## src/rtl/data_bus_arbiter_if.sv

```systemverilog
// -----------------------------------------------------------------------------
// data_bus_arbiter_if
// Bundles the two requester ports, the shared response channel and the RAM
// port of data_bus_arbiter.
//   req_valid/req_we      [1:0]  per-port request valid / write enable
//   req0_addr/req1_addr          per-port address
//   req0_wdata/req1_wdata        per-port write data
//   req_ready             [1:0]  one-hot accept (combinational)
//   resp_done             [1:0]  one-hot single-cycle completion pulse
//   resp_rdata/resp_err          response data / out-of-window flag
//   mem_addr/mem_wdata           RAM address / write data
//   mem_rdata                    RAM read data
//   mem_cs/mem_we/mem_oe         RAM strobes
// Modports: slave = the arbiter, master = requesters plus RAM.
// -----------------------------------------------------------------------------
interface data_bus_arbiter_if #(
    parameter int DATA_WIDTH = 8,
    parameter int ADDR_WIDTH = 16
);
    logic [1:0]            req_valid;
    logic [1:0]            req_we;
    logic [ADDR_WIDTH-1:0] req0_addr;
    logic [ADDR_WIDTH-1:0] req1_addr;
    logic [DATA_WIDTH-1:0] req0_wdata;
    logic [DATA_WIDTH-1:0] req1_wdata;
    logic [1:0]            req_ready;
    logic [1:0]            resp_done;
    logic [DATA_WIDTH-1:0] resp_rdata;
    logic                  resp_err;
    logic [ADDR_WIDTH-1:0] mem_addr;
    logic [DATA_WIDTH-1:0] mem_wdata;
    logic [DATA_WIDTH-1:0] mem_rdata;
    logic                  mem_cs;
    logic                  mem_we;
    logic                  mem_oe;

    modport slave (
        input  req_valid, req_we, req0_addr, req1_addr, req0_wdata, req1_wdata,
        input  mem_rdata,
        output req_ready, resp_done, resp_rdata, resp_err,
        output mem_addr, mem_wdata, mem_cs, mem_we, mem_oe
    );

    modport master (
        output req_valid, req_we, req0_addr, req1_addr, req0_wdata, req1_wdata,
        output mem_rdata,
        input  req_ready, resp_done, resp_rdata, resp_err,
        input  mem_addr, mem_wdata, mem_cs, mem_we, mem_oe
    );
endinterface

```

## src/rtl/data_bus_arbiter.sv

```systemverilog
// -----------------------------------------------------------------------------
// data_bus_arbiter
// Shares one data-memory port between port 0 (control-unit bus interface) and
// port 1 (debug/DMA master). One request is accepted at a time in IDLE; an
// in-window request runs WAIT_STATES+1 RAM cycles, an out-of-window request
// answers with an error straight away without touching the RAM.
// Ports:
//   clk    rising-edge clock
//   reset  synchronous, active-high
//   bus    data_bus_arbiter_if.slave (requests, response, RAM port)
//   busy   high whenever the FSM is not in IDLE
// -----------------------------------------------------------------------------
module data_bus_arbiter #(
    parameter int             DATA_WIDTH     = 8,
    parameter int             ADDR_WIDTH     = 16,
    parameter logic [7:0]     MEM_START_ADDR = 8'h40,
    parameter logic [7:0]     MEM_STOP_ADDR  = 8'hBF,
    parameter int             WAIT_STATES    = 1,
    parameter bit             PRIORITY_MODE  = 1'b0
) (
    input  logic                clk,
    input  logic                reset,
    data_bus_arbiter_if.slave   bus,
    output logic                busy
);

    localparam logic [3:0] WAIT_LOAD = 4'(WAIT_STATES);

    typedef enum logic [1:0] {
        IDLE   = 2'd0,
        ACCESS = 2'd1,
        RESP   = 2'd2
    } state_t;

    state_t                state;
    state_t                state_next;

    logic                  last_grant;
    logic                  port_q;
    logic                  we_q;
    logic [3:0]            wait_cnt;

    // Arbitration / decode of the candidate request
    logic                  winner;
    logic                  accept;
    logic [ADDR_WIDTH-1:0] win_addr;
    logic [DATA_WIDTH-1:0] win_wdata;
    logic                  win_we;
    logic                  win_in_window;

    always_comb begin
        // NOTE: every signal written here gets a default first, so no path
        // through the case statements can leave one unassigned and infer a latch.
        winner = 1'b0;
        unique case (bus.req_valid)
            2'b10:   winner = 1'b1;
            // Tie: fixed mode always favours port 0; round-robin picks the
            // port that did not win last time.
            2'b11:   winner = PRIORITY_MODE ? 1'b0 : ~last_grant;
            default: winner = 1'b0;
        endcase

        accept        = (state == IDLE) && (bus.req_valid != 2'b00);
        win_addr      = winner ? bus.req1_addr  : bus.req0_addr;
        win_wdata     = winner ? bus.req1_wdata : bus.req0_wdata;
        win_we        = bus.req_we[winner];
        win_in_window = (win_addr[ADDR_WIDTH-1:8] == '0)
                     && (win_addr[7:0] >= MEM_START_ADDR)
                     && (win_addr[7:0] <= MEM_STOP_ADDR);
    end

    // FSM state register
    always_ff @(posedge clk) begin
        // NOTE: non-blocking assignments so every register in the design
        // samples pre-edge values regardless of process evaluation order.
        if (reset) begin
            state <= IDLE;
        end else begin
            state <= state_next;
        end
    end

    // FSM next state and strobes
    always_comb begin
        state_next    = state;
        bus.req_ready = 2'b00;
        bus.mem_cs    = 1'b0;
        bus.mem_we    = 1'b0;
        bus.mem_oe    = 1'b0;

        unique case (state)
            IDLE: begin
                if (accept) begin
                    bus.req_ready = winner ? 2'b10 : 2'b01;
                    state_next    = win_in_window ? ACCESS : RESP;
                end
            end
            ACCESS: begin
                bus.mem_cs = 1'b1;
                bus.mem_we = we_q;
                bus.mem_oe = ~we_q;
                if (wait_cnt == 4'd0) begin
                    state_next = RESP;
                end
            end
            RESP: begin
                state_next = IDLE;
            end
            default: begin
                state_next = IDLE;
            end
        endcase
    end

    assign busy = (state != IDLE);

    // Datapath: request latch, wait counter, RAM bus registers, response
    always_ff @(posedge clk) begin
        if (reset) begin
            last_grant     <= 1'b1;
            port_q         <= 1'b0;
            we_q           <= 1'b0;
            wait_cnt       <= 4'd0;
            bus.mem_addr   <= '0;
            bus.mem_wdata  <= '0;
            bus.resp_done  <= 2'b00;
            bus.resp_rdata <= '0;
            bus.resp_err   <= 1'b0;
        end else begin
            // Response fields are single-cycle; they are only loaded on the
            // edge that enters RESP.
            bus.resp_done  <= 2'b00;
            bus.resp_rdata <= '0;
            bus.resp_err   <= 1'b0;

            unique case (state)
                IDLE: begin
                    if (accept) begin
                        last_grant <= winner;
                        port_q     <= winner;
                        we_q       <= win_we;
                        wait_cnt   <= WAIT_LOAD;
                        if (win_in_window) begin
                            // RAM address/data only move for real accesses,
                            // so the RAM bus holds its last value otherwise.
                            bus.mem_addr <= win_addr;
                            if (win_we) begin
                                bus.mem_wdata <= win_wdata;
                            end
                        end else begin
                            bus.resp_done <= winner ? 2'b10 : 2'b01;
                            bus.resp_err  <= 1'b1;
                        end
                    end
                end
                ACCESS: begin
                    if (wait_cnt == 4'd0) begin
                        bus.resp_done  <= port_q ? 2'b10 : 2'b01;
                        bus.resp_rdata <= we_q ? '0 : bus.mem_rdata;
                    end else begin
                        wait_cnt <= wait_cnt - 4'd1;
                    end
                end
                default: begin
                end
            endcase
        end
    end

endmodule

```

## src/flat_wrapper.sv

```systemverilog
// flat-port wrapper written by rule: the top's interface ports become plain ports
module data_bus_arbiter_flat 
#(
    parameter int             DATA_WIDTH     = 8,
    parameter int             ADDR_WIDTH     = 16,
    parameter logic [7:0]     MEM_START_ADDR = 8'h40,
    parameter logic [7:0]     MEM_STOP_ADDR  = 8'hBF,
    parameter int             WAIT_STATES    = 1,
    parameter bit             PRIORITY_MODE  = 1'b0
)
  (clk, reset, busy, bus_req_valid, bus_req_we, bus_req0_addr, bus_req1_addr, bus_req0_wdata, bus_req1_wdata, bus_mem_rdata, bus_req_ready, bus_resp_done, bus_resp_rdata, bus_resp_err, bus_mem_addr, bus_mem_wdata, bus_mem_cs, bus_mem_we, bus_mem_oe);
  data_bus_arbiter_if #(.DATA_WIDTH(DATA_WIDTH), .ADDR_WIDTH(ADDR_WIDTH)) bus_i ();
  input  logic clk;
  input  logic reset;
  output logic busy;
  input wire logic [$bits(bus_i.req_valid)-1:0] bus_req_valid;
  input wire logic [$bits(bus_i.req_we)-1:0] bus_req_we;
  input wire logic [$bits(bus_i.req0_addr)-1:0] bus_req0_addr;
  input wire logic [$bits(bus_i.req1_addr)-1:0] bus_req1_addr;
  input wire logic [$bits(bus_i.req0_wdata)-1:0] bus_req0_wdata;
  input wire logic [$bits(bus_i.req1_wdata)-1:0] bus_req1_wdata;
  input wire logic [$bits(bus_i.mem_rdata)-1:0] bus_mem_rdata;
  output wire logic [$bits(bus_i.req_ready)-1:0] bus_req_ready;
  output wire logic [$bits(bus_i.resp_done)-1:0] bus_resp_done;
  output wire logic [$bits(bus_i.resp_rdata)-1:0] bus_resp_rdata;
  output wire logic [$bits(bus_i.resp_err)-1:0] bus_resp_err;
  output wire logic [$bits(bus_i.mem_addr)-1:0] bus_mem_addr;
  output wire logic [$bits(bus_i.mem_wdata)-1:0] bus_mem_wdata;
  output wire logic [$bits(bus_i.mem_cs)-1:0] bus_mem_cs;
  output wire logic [$bits(bus_i.mem_we)-1:0] bus_mem_we;
  output wire logic [$bits(bus_i.mem_oe)-1:0] bus_mem_oe;
  assign bus_i.req_valid = bus_req_valid;
  assign bus_i.req_we = bus_req_we;
  assign bus_i.req0_addr = bus_req0_addr;
  assign bus_i.req1_addr = bus_req1_addr;
  assign bus_i.req0_wdata = bus_req0_wdata;
  assign bus_i.req1_wdata = bus_req1_wdata;
  assign bus_i.mem_rdata = bus_mem_rdata;
  assign bus_req_ready = bus_i.req_ready;
  assign bus_resp_done = bus_i.resp_done;
  assign bus_resp_rdata = bus_i.resp_rdata;
  assign bus_resp_err = bus_i.resp_err;
  assign bus_mem_addr = bus_i.mem_addr;
  assign bus_mem_wdata = bus_i.mem_wdata;
  assign bus_mem_cs = bus_i.mem_cs;
  assign bus_mem_we = bus_i.mem_we;
  assign bus_mem_oe = bus_i.mem_oe;
  data_bus_arbiter #(.DATA_WIDTH(DATA_WIDTH), .ADDR_WIDTH(ADDR_WIDTH), .MEM_START_ADDR(MEM_START_ADDR), .MEM_STOP_ADDR(MEM_STOP_ADDR), .WAIT_STATES(WAIT_STATES), .PRIORITY_MODE(PRIORITY_MODE)) u_core (.clk(clk), .reset(reset), .bus(bus_i), .busy(busy));
endmodule
```

## config.mk

```make
export PLATFORM = sky130hd
export DESIGN_NAME = data_bus_arbiter_flat
export DESIGN_NICKNAME = d
export VERILOG_FILES = /design/src/rtl/data_bus_arbiter_if.sv /design/src/rtl/data_bus_arbiter.sv /design/src/flat_wrapper.sv
export SDC_FILE = /design/constraint.sdc
export NUM_CORES = 1
export LEC_CHECK = 0
export CORE_MARGIN = 10
export CORE_UTILIZATION = 40
export DETAILED_ROUTE_END_ITERATION = 16
export PLACE_DENSITY = 0.86
export SLEW_MARGIN = 20
export SYNTH_ARGS = -nofsm -noshare
export SYNTH_HDL_FRONTEND = slang
export SYNTH_SLANG_ARGS = --single-unit
```

## constraint.sdc

```tcl
create_clock -name clk -period 2.1 [get_ports clk]
set_input_delay 0.21 -clock clk [delete_from_list [all_inputs] [get_ports clk]]
set_output_delay 0.21 -clock clk [all_outputs]
set_load 0.005 [all_outputs]
```

# Word level (Yosys, flattened, before mapping)
# Index checks and enable logic that the tools add are counted.
[word_totals]
reg_bits = 44
input_bits = 62
output_inout_bits = 41
elab_cells = 66
[op_classes]
n_addsub = 1
n_lt_le_gt_ge = 3
n_eq_ne = 6
muxes = 24
bitwise_logic = 6
n_reduce_logical = 16
[ops]
columns = ["op", "count"]
rows = [
  ["$mux W2", 10],
  ["$mux W16", 1],
  ["$ge A8 B7 Y1 const B", 1],
  ["$le A8 B8 Y1 const B", 1],
  ["$logic_not A8 Y1", 1],
  ["$mux W4", 2],
  ["$mux W8", 1],
  ["$pmux W2 S2", 2],
  ["$pmux W4 S2", 1],
  ["$mux W1", 6],
  ["$not A1 Y1", 6],
  ["$reduce_and A3 Y1", 2],
  ["$reduce_bool A2 Y1", 3],
  ["$eq A2 B2 Y1 const B", 2],
  ["$logic_not A4 Y1", 1],
  ["$ne A2 B1 Y1 const B", 2],
  ["$reduce_and A2 Y1", 2],
  ["$reduce_and A4 Y1", 1],
  ["$reduce_or A4 Y1", 1],
  ["$sub A4 B1 Y4 const B", 1],
  ["$logic_and A1 B1 Y1", 3],
  ["$reduce_or A3 Y1", 1],
  ["$eq A2 B1 Y1 const B", 1],
  ["$logic_not A2 Y1", 1],
  ["3 further kinds", 3],
]

# Depth between registers and ports, before layout
[depth]
word_depth = 9
mapped_depth = 6
mapped_depth_nobuf = 6

# Worst setup path after synthesis
# Ideal clock, no wire load.
[synth_path]
path_type = "flip-flop to flip-flop"
from = "register u_core.wait_cnt[0]"
to = "register u_core.bus.resp_rdata[0]"
setup_ps = 60
arrival_time_ps = 1465
required_ps = 2040
setup_slack_ps = 575
path_stages_with_launch = 6
n_path_buf = 0
period_less_slack_ps = 1525
path_cell_list = "dfxtp_1 inv_1 ha_1 or3b_2 nor4_2 and2_1"
[synth_via]
elab_chain_len = 3
[synth_lines]
columns = ["element", "line_no", "text"]
rows = [
  ["start, declared", "data_bus_arbiter.sv:41", "logic [3:0] wait_cnt;"],
  ["start signal, assigned", "data_bus_arbiter.sv:161", "wait_cnt <= wait_cnt - 4'd1;"],
  ["$logic_not A4 Y1", "data_bus_arbiter.sv:157", "if (wait_cnt == 4'd0) begin"],
  ["$not A1 Y1 (no source line)", "--", ""],
  ["$reduce_or A4 Y1 (no source line)", "--", ""],
  ["end signal, assigned", "data_bus_arbiter.sv:159", "bus.resp_rdata <= we_q ? '0 : bus.mem_rdata;"],
  ["end, declared", "data_bus_arbiter_if.sv:40", "output req_ready, resp_done, resp_rdata, resp_err,"],
]
# No other way between the ends.
# A chain may end at the register's enable or synchronous reset.

# Worst setup path in the final report
[layout_path]
from = "input port bus_req_valid[1]"
to = "output port bus_req_ready[1]"
[layout_via]
elab_chain_len = 5
word_cells_on_any_way = 8
cone_classes = "eq/ne (2); mux (4); reduce/logical (2)"
[layout_lines]
columns = ["element", "line_no", "text"]
rows = [
  ["start, declared", "flat_wrapper.sv:16", "input wire logic [$bits(bus_i.req_valid)-1:0] bus_req_valid;"],
  ["$eq A2 B2 Y1", "data_bus_arbiter.sv:55", "unique case (bus.req_valid)"],
  ["$pmux W1 S2", "data_bus_arbiter.sv:55", ""],
  ["$mux W2", "data_bus_arbiter.sv:94", "bus.req_ready = winner ? 2'b10 : 2'b01;"],
  ["$mux W2 (*)", "data_bus_arbiter.sv:93", "if (accept) begin"],
  ["$mux W2 (*)", "data_bus_arbiter.sv:91", "unique case (state)"],
  ["end, declared", "flat_wrapper.sv:23", "output wire logic [$bits(bus_i.req_ready)-1:0] bus_req_ready;"],
]
# Every way passes the cells marked *; elsewhere a longest branch is shown, timed or not.

==> flow_metrics.tcl <==
set metrics [dict create \
    hpwl_um 4700 \
    std_cell_rows 25 \
    antennaDiodeCount 0 \
    yosysMostFrequentCell "dfxtp_1" \
    cts_resized 0 \
    cts_hold_buf 0 \
    synth_edf_count 0 \
    path_buf_inv 4 \
    syn_nets 265 \
    final_nets 377 \
    rsz0062_at_grt "no" \
    synth_area_leaders "dfxtp_1 44%, mux2_2 8.9%, a211oi_1 6.3%" \
    synth.avg_cell_area_um2 10.0 \
    worstPathArrival_ps 1780 \
    synthDistinctLibCells 44 \
    crit_fanout 7 \
    yosys.area.top_type_share_pct 43.6 \
    worst_pin_slew_ps 538 \
    io_buffers 102 \
    grt_pass1_vias 2007 \
    via_per_inst 4.89 \
    hold_path_class "flip-flop to flip-flop" \
    area_delta_synth_final_pct 61.4 \
    report.final.setup_viol 0 \
    fmax_mhz 503 \
    slowest_delay_ps 510 \
    synthTopCellsByCount "44 x dfxtp_1, 17 x a211oi_1, 16 x mux2_2, 15 x nor2_1, 14 x inv_1" \
    h-tree-depth 2 \
    antenna_found_initial 0 \
    fin_crit_ps 1990 \
    crit_path_top_delay_cell "clkdlybuf4s50_1" \
    power.leakage_nw 1.25 \
    whs_ps 462 \
    grt_max_degree 45 \
    numCtsBuffers 5 \
    ys_warn_count 0 \
    status "completed" \
    ys_async_sr_fraction_pct 0 \
    cpMostUsedCell "clkdlybuf4s50_1" \
    tns_ps 0 \
    ys.flop_type "dfxtp_1" \
    finalHoldViolCount 0 \
    maxSlewHeadroom_pct 63.9 \
    worst_ep_required_time_ps 1890 \
    synth_xor_area_share_pct 1.73 \
    overflow 0 \
    netlist_area_mm2 0.00202 \
    clk_latency_ps 290 \
    dr_total_vias 1863 \
    finClkSkew_ps 2.60 \
    die_x_um 91.1 \
    ir_worst_vdd_uv 262 \
    synthCells 201 \
    fp.dieArea_mm2 0.00829 \
    grt.total_usage_pct 13.8 \
    synthMuxAreaShare_pct 12.9 \
    startpoint_type "primary input" \
    num_io_pins 103 \
    ys_seq_area_share_pct 43.6 \
    clkSlewWorstSetupHoldPaths_ps 80 \
    end_kind "primary output" \
    cp_cell_sequence "clkdlybuf4s50_1 > a21boi_4 > buf_4 > nand2_1 > inv_1 > clkdlybuf4s50_1" \
    clockRootBuffer "clkbuf_8" \
    cap_violations 0 \
    maxSlewViolCount 0 \
    final.period_utilization_pct 94.7 \
    yosys_register_bits 44 \
    cts_tree "built" \
    initial_core_util_pct 41.9 \
    synth_top_area_cell "dfxtp_1" \
    cts.path.max_buffers 2 \
    post-route-drc-count 0 \
    grt_pass1_wl_um 9670 \
    synth_top_family_by_area "simple AND/OR/NAND/NOR gates" \
    die_h_um 91.1 \
    wl_um 5740 \
    synthAdderAreaFrac_pct 1.24 \
    firstDrtPassIters 4 \
    synth_simple_gate_area_share_pct 22.2 \
    ant_nets 0 \
    cts_num_sinks 44 \
    layout-drive-gt1-share_pct 16.9 \
    cp_top_family "buffers and inverters" \
    gp_congestion 0.776 \
    routedWlPerCell_um 15.1 \
    power_density_mw_per_mm2 517 \
    synth_compound_area_share_pct 12.8 \
    post_cts_buffers 0 \
    path_class "primary input to primary output" \
    drtIter0Drc 89 \
    design.core.area_mm2 0.00482 \
]
layer usage:
layer | part of all wire (%) | GRT usage (%) | vias to the layer above | routed length [um]
li1 | - | - | 932 | -
met1 | 39 | 14.6 | 859 | 2250
met2 | 52 | 24.8 | 68 | 2970
met3 | 8.5 | 5.84 | 4 | 491
met4 | 0.50 | 3.13 | 0 | 29
met5 | 0 | 0 | - | 0
worst register-to-register path: stages, from the launching register on:
cell and delay (ps):
dfxtp_1 340, inv_1 80, ha_1 150, or3b_2 500
nor4_2 420, and2_1 200
cells by family after synthesis:
group,Yosys count
and+or+nand+nor,73
buffers and inverters,23
adders and majority gates,2
muxes,24
AOI/OAI and AO/OA,31
xor gates and xnor gates,4
DFF,44
layout make-up:
type                            count  area, um2
Timing Repair Buffer              114       1120
Clock inverter                      2       10.0
Multi-Input combinational cell    134       1030
Inverter                           14       52.6
Fill cell                         420       1560
Clock buffer                        6       82.6
Sequential cell                    44        881
Tap cell                           67       83.8
power by group:
part | internal, mW | total [mW] | switching, mW | leakage [nW]
registers | 0.846 | 0.857 | 0.0107 | 0.356
clock network | 0.263 | 0.538 | 0.275 | 0.0510
logic | 0.188 | 0.291 | 0.104 | 0.842
layout by cell type, fill, tap and decap left out, drive strengths merged:
cell type      count
a211oi            17
a21boi             1
a21oi              5
a22oi              1
a32o               1
and2               9
and2b              8
and4               1
and4b              1
buf               12
clkbuf             6
clkdlybuf4s50    102
clkinv             2
dfxtp             44
ha                 2
inv               14
mux2              16
mux2i              8
nand2              7
nand2b             1
nand3              4
nand4              2
nand4b             1
nor2              15
nor3               6
nor3b              9
nor4               5
o211ai             1
o21ai              3
o32ai              1
o41ai              1
or2                1
or2b               1
or3                1
or3b               1
xor2               4
path summary, 6_finish.rpt:
| check | start | end | slack (ps) | depth (start not counted) |
|---|---|---|---|---|
| setup reg to reg | u_core.wait_cnt[0]$_SDFFE_PP0P_ | u_core.bus.resp_rdata[2]$_SDFF_PP0_ | 340 | 5 |
| hold / removal | u_core.bus.mem_addr[0]$_SDFFE_PP0P_ | u_core.bus.mem_addr[0]$_SDFFE_PP0P_ | 460 | 2 |
| hold reg to reg | u_core.bus.mem_addr[0]$_SDFFE_PP0P_ | u_core.bus.mem_addr[0]$_SDFFE_PP0P_ | 460 | 2 |
| setup / recovery | bus_req_valid[1] | bus_req_ready[1] | 110 | 6 |
per-stage QoR:
stage | power (mW) | setup WS [ps] | std cells | cell area (um2) | util (%)
3_3_place_gp | 1.16 | 73.9 | 373 | 3170 | 65.7
3_5_place_dp | 1.17 | 30.9 | 373 | 3170 | 65.7
6_report | 1.69 | 111 | 381 | 3260 | 67.7
4_1_cts | 1.71 | 98.1 | 381 | 3260 | 67.7
2_1_floorplan | 0.992 | 575 | 201 | 2020 | -
5_1_grt | 1.77 | 0.397 | 381 | 3260 | 67.7
state kept, by name, indices dropped and copies added, names as in the netlist:
| name | cells |
|---|---|
| u_core.state | 2 |
| u_core.bus.resp_rdata | 8 |
| u_core.wait_cnt | 4 |
| u_core.we_q | 1 |
| u_core.port_q | 1 |
| u_core.bus.mem_wdata | 8 |
| u_core.bus.resp_done | 2 |
| u_core.bus.resp_err | 1 |
| u_core.last_grant | 1 |
| u_core.bus.mem_addr | 16 |
(Power assumes the default switching activity.)
